### src/rtl/ps2_mouse_packet_rx.sv
// ps2_mouse_packet_rx: PS/2 mouse receiver assembling 3-byte movement packets into deltas and buttons.
// Define PS2_PARITY_CHECK_EN to treat an odd-parity failure as a frame error.
module ps2_mouse_packet_rx #(
   parameter int FILTER_LEN     = 8,
   parameter int TIMEOUT_CYCLES = 100000
) (
   input  logic       clk,
   input  logic       reset,
   input  logic       ps2c,
   input  logic       ps2d,
   input  logic       rx_en,
   output logic [8:0] xm,
   output logic [8:0] ym,
   output logic       left,
   output logic       right,
   output logic       middle,
   output logic       m_done_tick,
   output logic       err_tick
);
   localparam int TW = $clog2(TIMEOUT_CYCLES);
   typedef enum logic [1:0] {IDLE, DPS, LOAD} byte_state_t;
   typedef enum logic [1:0] {B1, B2, B3} pkt_state_t;
   byte_state_t bs, bs_next;
   pkt_state_t ps, ps_next;
   logic [FILTER_LEN-1:0] filt;
   logic f_ps2c, f_ps2c_prev, fall_edge, timeout, frame_ok;
   logic [3:0] n, n_next;
   logic [10:0] b, b_next;
   logic [6:0] b1, b1_next;
   logic [7:0] bx, bx_next;
   logic [TW-1:0] tcnt, tcnt_next;
   logic [8:0] xm_next, ym_next;
   logic left_next, right_next, middle_next, done_next, err_next;

   always_ff @(posedge clk or posedge reset)
      if (reset) begin
         filt        <= '1;
         f_ps2c      <= 1'b1;
         f_ps2c_prev <= 1'b1;
         fall_edge   <= 1'b0;
         bs          <= IDLE;
         ps          <= B1;
         n           <= '0;
         b           <= '0;
         b1          <= '0;
         bx          <= '0;
         tcnt        <= '0;
         xm          <= '0;
         ym          <= '0;
         left        <= 1'b0;
         right       <= 1'b0;
         middle      <= 1'b0;
         m_done_tick <= 1'b0;
         err_tick    <= 1'b0;
      end else begin
         filt        <= {filt[FILTER_LEN-2:0], ps2c};
         f_ps2c      <= &filt ? 1'b1 : ~|filt ? 1'b0 : f_ps2c;
         f_ps2c_prev <= f_ps2c;
         fall_edge   <= f_ps2c_prev & ~f_ps2c;
         bs          <= bs_next;
         ps          <= ps_next;
         n           <= n_next;
         b           <= b_next;
         b1          <= b1_next;
         bx          <= bx_next;
         tcnt        <= tcnt_next;
         xm          <= xm_next;
         ym          <= ym_next;
         left        <= left_next;
         right       <= right_next;
         middle      <= middle_next;
         m_done_tick <= done_next;
         err_tick    <= err_next;
      end

   // b holds {stop, parity, data[7:0], start}; b1 keeps byte-1 bits 7..4 and 2..0
   always_comb begin
      timeout = tcnt == TW'(TIMEOUT_CYCLES - 1);
`ifdef PS2_PARITY_CHECK_EN
      frame_ok = ~b[0] & b[10] & ^b[9:1];
`else
      frame_ok = ~b[0] & b[10];
`endif
      bs_next     = bs;
      n_next      = n;
      b_next      = b;
      ps_next     = ps;
      b1_next     = b1;
      bx_next     = bx;
      xm_next     = xm;
      ym_next     = ym;
      left_next   = left;
      right_next  = right;
      middle_next = middle;
      done_next   = 1'b0;
      err_next    = 1'b0;
      tcnt_next   = (fall_edge || timeout || (bs == IDLE && ps == B1)) ? '0 : tcnt + 1'b1;
      if (timeout) begin
         bs_next  = IDLE;
         ps_next  = B1;
         err_next = 1'b1;
      end else begin
         case (bs)
            IDLE: if (fall_edge && rx_en && !ps2d) begin
               bs_next = DPS;
               n_next  = 4'd9;
               b_next  = {ps2d, b[10:1]};
            end
            DPS: if (fall_edge) begin
               b_next  = {ps2d, b[10:1]};
               bs_next = n == 4'd0 ? LOAD : DPS;
               n_next  = n == 4'd0 ? n : n - 4'd1;
            end
            default: bs_next = IDLE;
         endcase
         if (bs == LOAD) begin
            if (!frame_ok) begin
               ps_next  = B1;
               err_next = 1'b1;
            end else if (ps == B1) begin
               ps_next  = b[4] ? B2 : B1;
               err_next = ~b[4];
               b1_next  = b[4] ? {b[8:5], b[3:1]} : b1;
            end else if (ps == B2) begin
               ps_next = B3;
               bx_next = b[8:1];
            end else begin
               ps_next     = B1;
               done_next   = 1'b1;
               xm_next     = b1[5] ? (b1[3] ? 9'h100 : 9'h0FF) : {b1[3], bx};
               ym_next     = b1[6] ? (b1[4] ? 9'h100 : 9'h0FF) : {b1[4], b[8:1]};
               left_next   = b1[0];
               right_next  = b1[1];
               middle_next = b1[2];
            end
         end
      end
   end
endmodule

### config.mk
export PLATFORM = sky130hd
export DESIGN_NAME = ps2_mouse_packet_rx
export DESIGN_NICKNAME = d
export VERILOG_FILES = /design/src/rtl/ps2_mouse_packet_rx.sv
export SDC_FILE = /design/constraint.sdc
export NUM_CORES = 1
export LEC_CHECK = 0
export ABC_AREA = 1
export CORE_ASPECT_RATIO = 1.75
export CORE_MARGIN = 5
export CORE_UTILIZATION = 58
export DETAILED_ROUTE_END_ITERATION = 10
export GPL_ROUTABILITY_DRIVEN = 1
export HOLD_SLACK_MARGIN = 0.06
export PLACE_DENSITY = 0.9
export SKIP_LAST_GASP = 1
export SLEW_MARGIN = 20
export SYNTH_ARGS = -nofsm -noshare
export SYNTH_HDL_FRONTEND = slang
export SYNTH_SLANG_ARGS = --single-unit
### constraint.sdc
create_clock -name clk -period 3.4 [get_ports clk]
set_clock_uncertainty 0.1 [all_clocks]
set_input_delay 0.68 -clock clk [delete_from_list [all_inputs] [get_ports clk]]
set_output_delay 0.68 -clock clk [all_outputs]
set_load 0.005 [all_outputs]
* Word-level counts from Yosys, hierarchy flattened *
Cells that the tools add are included.

word-level totals
  register bits after elaboration = 85
  input bits = 5
  output and inout port bits = 23
  word-level logic and storage cells = 91

operators by class
  add/sub/neg operators = 2
  eq/ne operators = 10
  multiplexer cells = 34
  bitwise gates (word level) = 8
  reductions and logical operators = 19

operators by type and width
  kind                   number
  $mux 9                 4
  $mux 11                2
  $pmux 11 s2            1
  $reduce_and 5->1       4
  $mux 2                 9
  $add 17x1->17 const B  1
  $eq 17x17->1 const B   1
  $mux 17                1
  $mux 1                 12
  $mux 4                 3
  $pmux 4 s2             1
  $reduce_and 8->1       1
  $reduce_or 8->1        1
  $ne 2x2->1 const B     3
  $not 1->1              6
  $eq 2x1->1 const B     2
  $logic_not 2->1        2
  $logic_not 4->1        1
  $pmux 2 s2             1
  $reduce_and 4->1       1
  $reduce_bool 2->1      2
  $sub 4x1->4 const B    1
  $logic_and 1x1->1      3
  $ne 3x2->1 const B     1
  7 further kinds        9

* Logic depth before layout (Yosys ltp) *
Gate-level depths: netlist of run 1.

  depth after elaboration = 6
  mapped depth = 9
  mapped depth without buffers = 8

* Worst setup path after synthesis of run 1 *
No wires, ideal clock.

  path type = input to register
  from = input ps2d
  to = register b[3]
  library setup time = 0.124 ns
  arrival time = 1.382 ns
  data required time = 3.176 ns
  setup slack = 1.794 ns
  stages = 7
  cell sequence = inv_1 -> a21oi_1 -> nor3_1 -> nand2_2 -> buf_6 -> nand2_1 -> o21ai_1

on the way
  longest elaborated chain between the ends = 4

RTL lines
  item                               line  source
  start: declaration                 10    input logic ps2d,
  $logic_not 1->1                    104   IDLE: if (fall_edge && rx_en && !ps2d) begin
  $logic_and 1x1->1                  104
  $ne 2x1->1 (no source line)        --
  $reduce_and 4->1 (no source line)  --
  end signal: assignment             63    b <= b_next;
  end: declaration                   28    logic [10:0] b, b_next;

No other way between the ends.
A chain may end at the register's enable or synchronous reset.

* Worst setup path in the final report of run 1 *
  from = register tcnt[0]
  to = register b[5]

on the way
  longest elaborated chain between the ends = 3

RTL lines
  item                               line  source
  start: declaration                 31    logic [TW-1:0] tcnt, tcnt_next;
  start signal: assignment           66    tcnt <= tcnt_next;
  $eq 17x17->1                       78    timeout = tcnt == TW'(TIMEOUT_CYCLES - 1);
  $not 1->1 (no source line)         --
  $reduce_and 4->1 (no source line)  --

No other way between the ends.

==> impl_metrics.py, run 1 <==
metrics = {
    "critical_path": {
        "r2r_end": "b[5]",
        "cp_cell_sequence": "ha_1 > nand3_1 > nor2_1 > nand3_2 > nand2_2 > nand2_1 > o21ai_1",
        "crit_start": "tcnt[0]",
        "rr_worst_depth": 7,
        "startpoint_type": "flop",
        "critPathMaxFanout": 23,
        "crit_required_ns": 3.56,
        "r2r_start": "tcnt[0]",
        "cp-endpoint": "b[5]",
        "crit_path_end_kind": "flop",
        "r2r_slack_ns": 1.05,
        "slowest_delay_ns": 0.51,
        "critPathSlowestCell": "nand2_2",
        "crit_type": "flop to flop",
        "arrival_ns": 2.51,
    },
    "layout": {
        "fin_cells": 582,
        "multi_input_area_um2": 1510,
        "utilization_pct": 69.2,
        "syn_to_final_growth_pct": 15.9,
        "fill_cells": 485,
        "layout-drive-gt1-share_pct": 9.20,
        "regArea_um2": 2140,
        "antenna_cells": 0,
        "finalNetCount": 502,
        "layout.cells.most_common": "nand2_1",
        "final_cell_mix": "nand2_1, dfrtp_1, inv_1, nand3_1, nor2_1",
    },
    "place": {
        "portBuffers": 27,
        "dp.cells": 566,
        "place.gp.congestion": 1.01,
        "dp_hpwl_um": 5920,
    },
    "floorplan": {
        "dieArea_um2": 8590,
        "rows": 39,
        "coreArea_um2": 6590,
        "pin_count": 28,
        "start_util_pct": 59.7,
        "die_w_um": 72.2,
        "die_h_um": 119,
    },
    "timing": {
        "drv_slew": 0,
        "worst_pin_slew_ns": 0.783,
        "max_freq_mhz": 426,
        "rsz0062_at_grt": "false",
        "setup_tns_ns": 0,
        "setup_viol": 0,
        "fin_crit_sh_pct": 69.0,
        "period_minus_slack_ns": 2.35,
        "slew_headroom_pct": 47.8,
        "hold_viol": 0,
    },
    "outcome": {
        "status": "complete, no violations",
    },
    "routing": {
        "num_vias": 3228,
        "drt-initial-drc-count": 302,
        "viasPerCell": 5.55,
        "wire_per_inst_um": 14.8,
        "drtPass1Iterations": 5,
        "ant_nets": 0,
        "drt_wl_total_um": 8620,
        "drc": 0,
    },
    "pwr": {
        "cellPowerDensity_nw_per_um2": 555,
        "ir_drop_v": 0.000374,
        "p_total_w": 0.00253,
        "power_leakage_nw": 2.20,
    },
    "global_routing": {
        "grt_overflow": 0,
        "grt_max_degree": 46,
        "grt_pass1_wl_um": 15000,
        "antenna_found_initial": 0,
        "track_usage_pct": 22.2,
        "grt_pass1_vias": 3192,
    },
    "run": {
        "cap_violations": 0,
    },
    "clock_tree": {
        "cts_buffers": 9,
        "cts_tree": "built",
        "cts_hold_buf": 0,
        "cts.sinks": 85,
        "ctsRootBufferMaster": "clkbuf_16",
        "cts_setup_buffers": 0,
        "path_clk_slew_ns": 0.06,
        "insertion_delay_ns": 0.35,
        "htree_levels": 3,
        "cts_resized": 0,
        "max-clock-path-buffers": 2,
    },
    "yosys": {
        "yosys_register_bits": 85,
        "syn_nets": 474,
        "synthTopCellsByArea": "dfrtp_1, nand2_1, dfstp_2",
        "yosysUniqueCellTypes": 30,
        "syn_inst": 467,
        "syn_area_um2": 3930,
        "synth-seq-area-share_pct": 54.4,
        "yosysTopAreaCell": "dfrtp_1",
        "post-synth-top-area-fraction_pct": 47.7,
        "syn_area_per_cell_um2": 8.42,
        "yosys_warnings": 0,
    },
    "worst_hold_path": {
        "min_path_type": "flop to flop",
    },
}
[metrics by stage]
step           hold slack (ns)  cell area, µm²  worst slack (ns)
2_1_floorplan            0.252            3930             0.443
3_3_place_gp             0.259            4250              1.18
3_5_place_dp             0.262            4250              1.08
4_1_cts                  0.270            4560              1.07
5_1_grt                  0.275            4560             0.884
6_report                 0.270            4560              1.05
[cell type report]
type                    instances  share of cell area, %
clock buffers                  10                   5.25
clock inverters                 6                   1.54
inverters                      52                   4.31
multi-input cells             316                   33.1
flip-flops and latches         85                   47.0
well taps                      82                   2.25
repair buffers                 31                   6.59
[registers in the layout, indices dropped and copies added, names as in the netlist]
signal	flops
f_ps2c_prev	1
err_tick	1
b	11
tcnt	17
bx	8
right	1
left	1
filt	8
b1	7
xm	9
middle	1
fall_edge	1
n	4
bs	2
m_done_tick	1
ps	2
ym	9
f_ps2c	1
[cells in the mapped netlist, drive strengths merged]
library cell  instances
buf                  12
nand3                49
clkbuf                2
nor2                 46
dfrtp                75
dfstp                10
a21oi                 1
ha                    2
or2                   1
xnor2                 3
o21bai                1
a31oi                 1
o21ai                34
nand2               140
nor3                  9
inv                  52
nand4                20
nor4                  1
xor2                  8
[cell families after synthesis]
family	after synthesis	share of synthesized area (%)
flip-flops	85	54.4
buffers and inverters	66	7.22
adder cells (fa/ha/maj)	2	0.636
AO/OA/AOI/OAI	37	4.81
XOR/XNOR	11	2.45
AND/OR/NAND/NOR	266	30.5
[critical path: cells and delay by family, from the launching register on]
kind	cells	cell delay [ns]
and+or+nand+nor	5	1.45
adders and majority gates	1	0.23
AOI/OAI and AO/OA	1	0.10
DFF	1	0.37
[how the worst min path moves through the flow]
stage                    to  startpoint  slack (ns)  cells after the start
floorplan           filt[6]     filt[5]        0.25                      0
global placement    filt[6]     filt[5]        0.26                      0
detailed placement  filt[6]     filt[5]        0.26                      0
finish              filt[6]     filt[5]        0.27                      0
CTS                 filt[6]     filt[5]        0.27                      0
global route        filt[6]     filt[5]        0.27                      0
[layer usage]
metal | GRT usage, % | vias up | wire length (µm)
li1 | - | 1551 | -
met1 | 25.1 | 1545 | 3240
met2 | 39.5 | 116 | 4760
met3 | 5.73 | 16 | 464
met4 | 7.65 | 0 | 145
met5 | 0 | - | 0
[power breakdown]
part | internal [W] | leakage [nW] | switching (W)
combinational | 0.000121 | 0.920 | 0.000242
sequential | 0.00109 | 1.13 | 0.0000704
clock | 0.000594 | 0.153 | 0.000408
total | 0.00181 | 2.20 | 0.000720
Power figures use the tool's default switching activity.
==> run 2, diff against run 1 <==
==> constraint.sdc (replaced) <==
create_clock -name clk -period 2.4 [get_ports clk]
set_clock_uncertainty 0.1 [all_clocks]
set_input_delay 0.48 -clock clk [delete_from_list [all_inputs] [get_ports clk]]
set_output_delay 0.48 -clock clk [all_outputs]
set_load 0.005 [all_outputs]
==> impl_metrics.py, run 2 (synthesis results as in run 1) <==
metrics = {
    "outcome": {
        "status": "complete, no violations",
    },
    "clock_tree": {
        "max-clock-path-buffers": 2,
        "cts_setup_buffers": 0,
        "insertion_delay_ns": 0.34,
        "cts_resized": 0,
        "path_clk_slew_ns": 0.06,
        "htree_levels": 3,
        "cts_tree": "built",
        "cts.sinks": 85,
        "cts_hold_buf": 0,
        "cts_buffers": 9,
        "ctsRootBufferMaster": "clkbuf_16",
    },
    "layout": {
        "layout.cells.most_common": "nand2_1",
        "multi_input_area_um2": 1510,
        "fill_cells": 506,
        "reg_top3": "tcnt x17, b x11",
        "largest_register_ffs": 17,
        "syn_to_final_growth_pct": 16.6,
        "largest_register": "tcnt",
        "finalNetCount": 504,
        "antenna_cells": 0,
        "regArea_um2": 2140,
        "layout-drive-gt1-share_pct": 9.16,
        "final_cell_mix": "nand2_1, dfrtp_1, inv_1, nand3_1, nor2_1",
    },
    "pwr": {
        "cellPowerDensity_nw_per_um2": 765,
        "ir_drop_v": 0.000638,
        "p_total_w": 0.00351,
        "power_leakage_nw": 2.21,
    },
    "global_routing": {
        "grt_pass1_wl_um": 14500,
        "grt_max_degree": 31,
        "grt_pass1_vias": 3285,
        "track_usage_pct": 21.5,
        "antenna_found_initial": 0,
        "grt_overflow": 0,
    },
    "floorplan": {
        "pin_count": 28,
        "coreArea_um2": 6590,
        "die_w_um": 72.2,
        "die_h_um": 119,
        "rows": 39,
        "start_util_pct": 59.7,
        "dieArea_um2": 8590,
    },
    "routing": {
        "wire_per_inst_um": 14.1,
        "drc": 0,
        "drtPass1Iterations": 5,
        "num_vias": 3234,
        "viasPerCell": 5.54,
        "ant_nets": 0,
        "drt_wl_total_um": 8250,
        "drt-initial-drc-count": 261,
    },
    "timing": {
        "rsz0062_at_grt": "false",
        "setup_tns_ns": 0,
        "slew_headroom_pct": 55.5,
        "max_freq_mhz": 468,
        "fin_crit_sh_pct": 89.1,
        "drv_slew": 0,
        "hold_viol": 0,
        "worst_pin_slew_ns": 0.664,
        "period_minus_slack_ns": 2.14,
        "setup_viol": 0,
    },
    "worst_hold_path": {
        "min_to": "filt[6]",
        "hold_start": "filt[5]",
        "holdPathStages": 0,
        "min_path_type": "flop to flop",
    },
    "critical_path": {
        "arrival_ns": 2.30,
        "startpoint_type": "flop",
        "crit_required_ns": 2.56,
        "crit_type": "flop to flop",
        "rr_worst_depth": 7,
        "crit_path_end_kind": "flop",
        "r2r_start": "tcnt[0]",
        "r2r_slack_ns": 0.26,
        "critPathMaxFanout": 23,
        "r2r_end": "b[1]",
    },
    "place": {
        "portBuffers": 27,
        "dp_hpwl_um": 6160,
        "place.gp.congestion": 0.959,
    },
    "run": {
        "cap_violations": 0,
    },
}
## run 2: worst max-delay path: stages, from the launching register on
cell and delay, ns:
dfrtp_1 0.38, ha_1 0.22, nand3_1 0.21, nor2_1 0.19, nand3_2 0.29, nand2_2 0.43
nand2_1 0.11, o21ai_1 0.12
## run 2: metrics by stage
step                cells  util, %  setup WS (ns)  hold slack (ns)  area [µm²]
floorplan             467        -          0.824            0.252        3940
global route          584     69.6          0.111            0.274        4580
detailed placement    568     65.1          0.317            0.258        4290
finish                584     69.6          0.262            0.268        4580
CTS                   584     69.6          0.290            0.268        4580
global placement      568     65.1          0.319            0.256        4290
## run 2: where the power goes
group          leakage [nW]  total (W)  internal, W  switching [W]
logic                 0.933   0.000501     0.000175       0.000326
registers              1.13    0.00165      0.00155      0.0000964
clock network         0.147    0.00136     0.000832       0.000530
## run 2: cell type report
cell class                 instances  share of cell area, %
sequential                        85                   46.7
clock inverter                     4                   1.06
timing repair buffer              33                   7.42
tap                               82                   2.24
multi-input combinational        316                   32.9
inverter                          52                   4.34
clock buffer                      12                   5.38
## run 2: worst max path at each step
| stage | from | endpoint | slack [ns] | cells past startpoint |
|---|---|---|---|---|
| global route | tcnt[0] | b[1] | 0.11 | 7 |
| CTS | tcnt[0] | b[1] | 0.29 | 7 |
| detailed placement | tcnt[0] | b[2] | 0.32 | 7 |
| finish | tcnt[0] | b[1] | 0.26 | 7 |
| global placement | ps2d | b[10] | 0.32 | 7 |
| floorplan | tcnt[0] | bx[0] | 0.82 | 8 |
## run 2: routing by layer
layer	share of wire, %	up-vias	track usage [%]
met5	0	-	0
met4	3.9	0	12.0
met3	4.6	36	4.72
met2	57	105	38.8
met1	34	1535	22.0
li1	-	1558	-
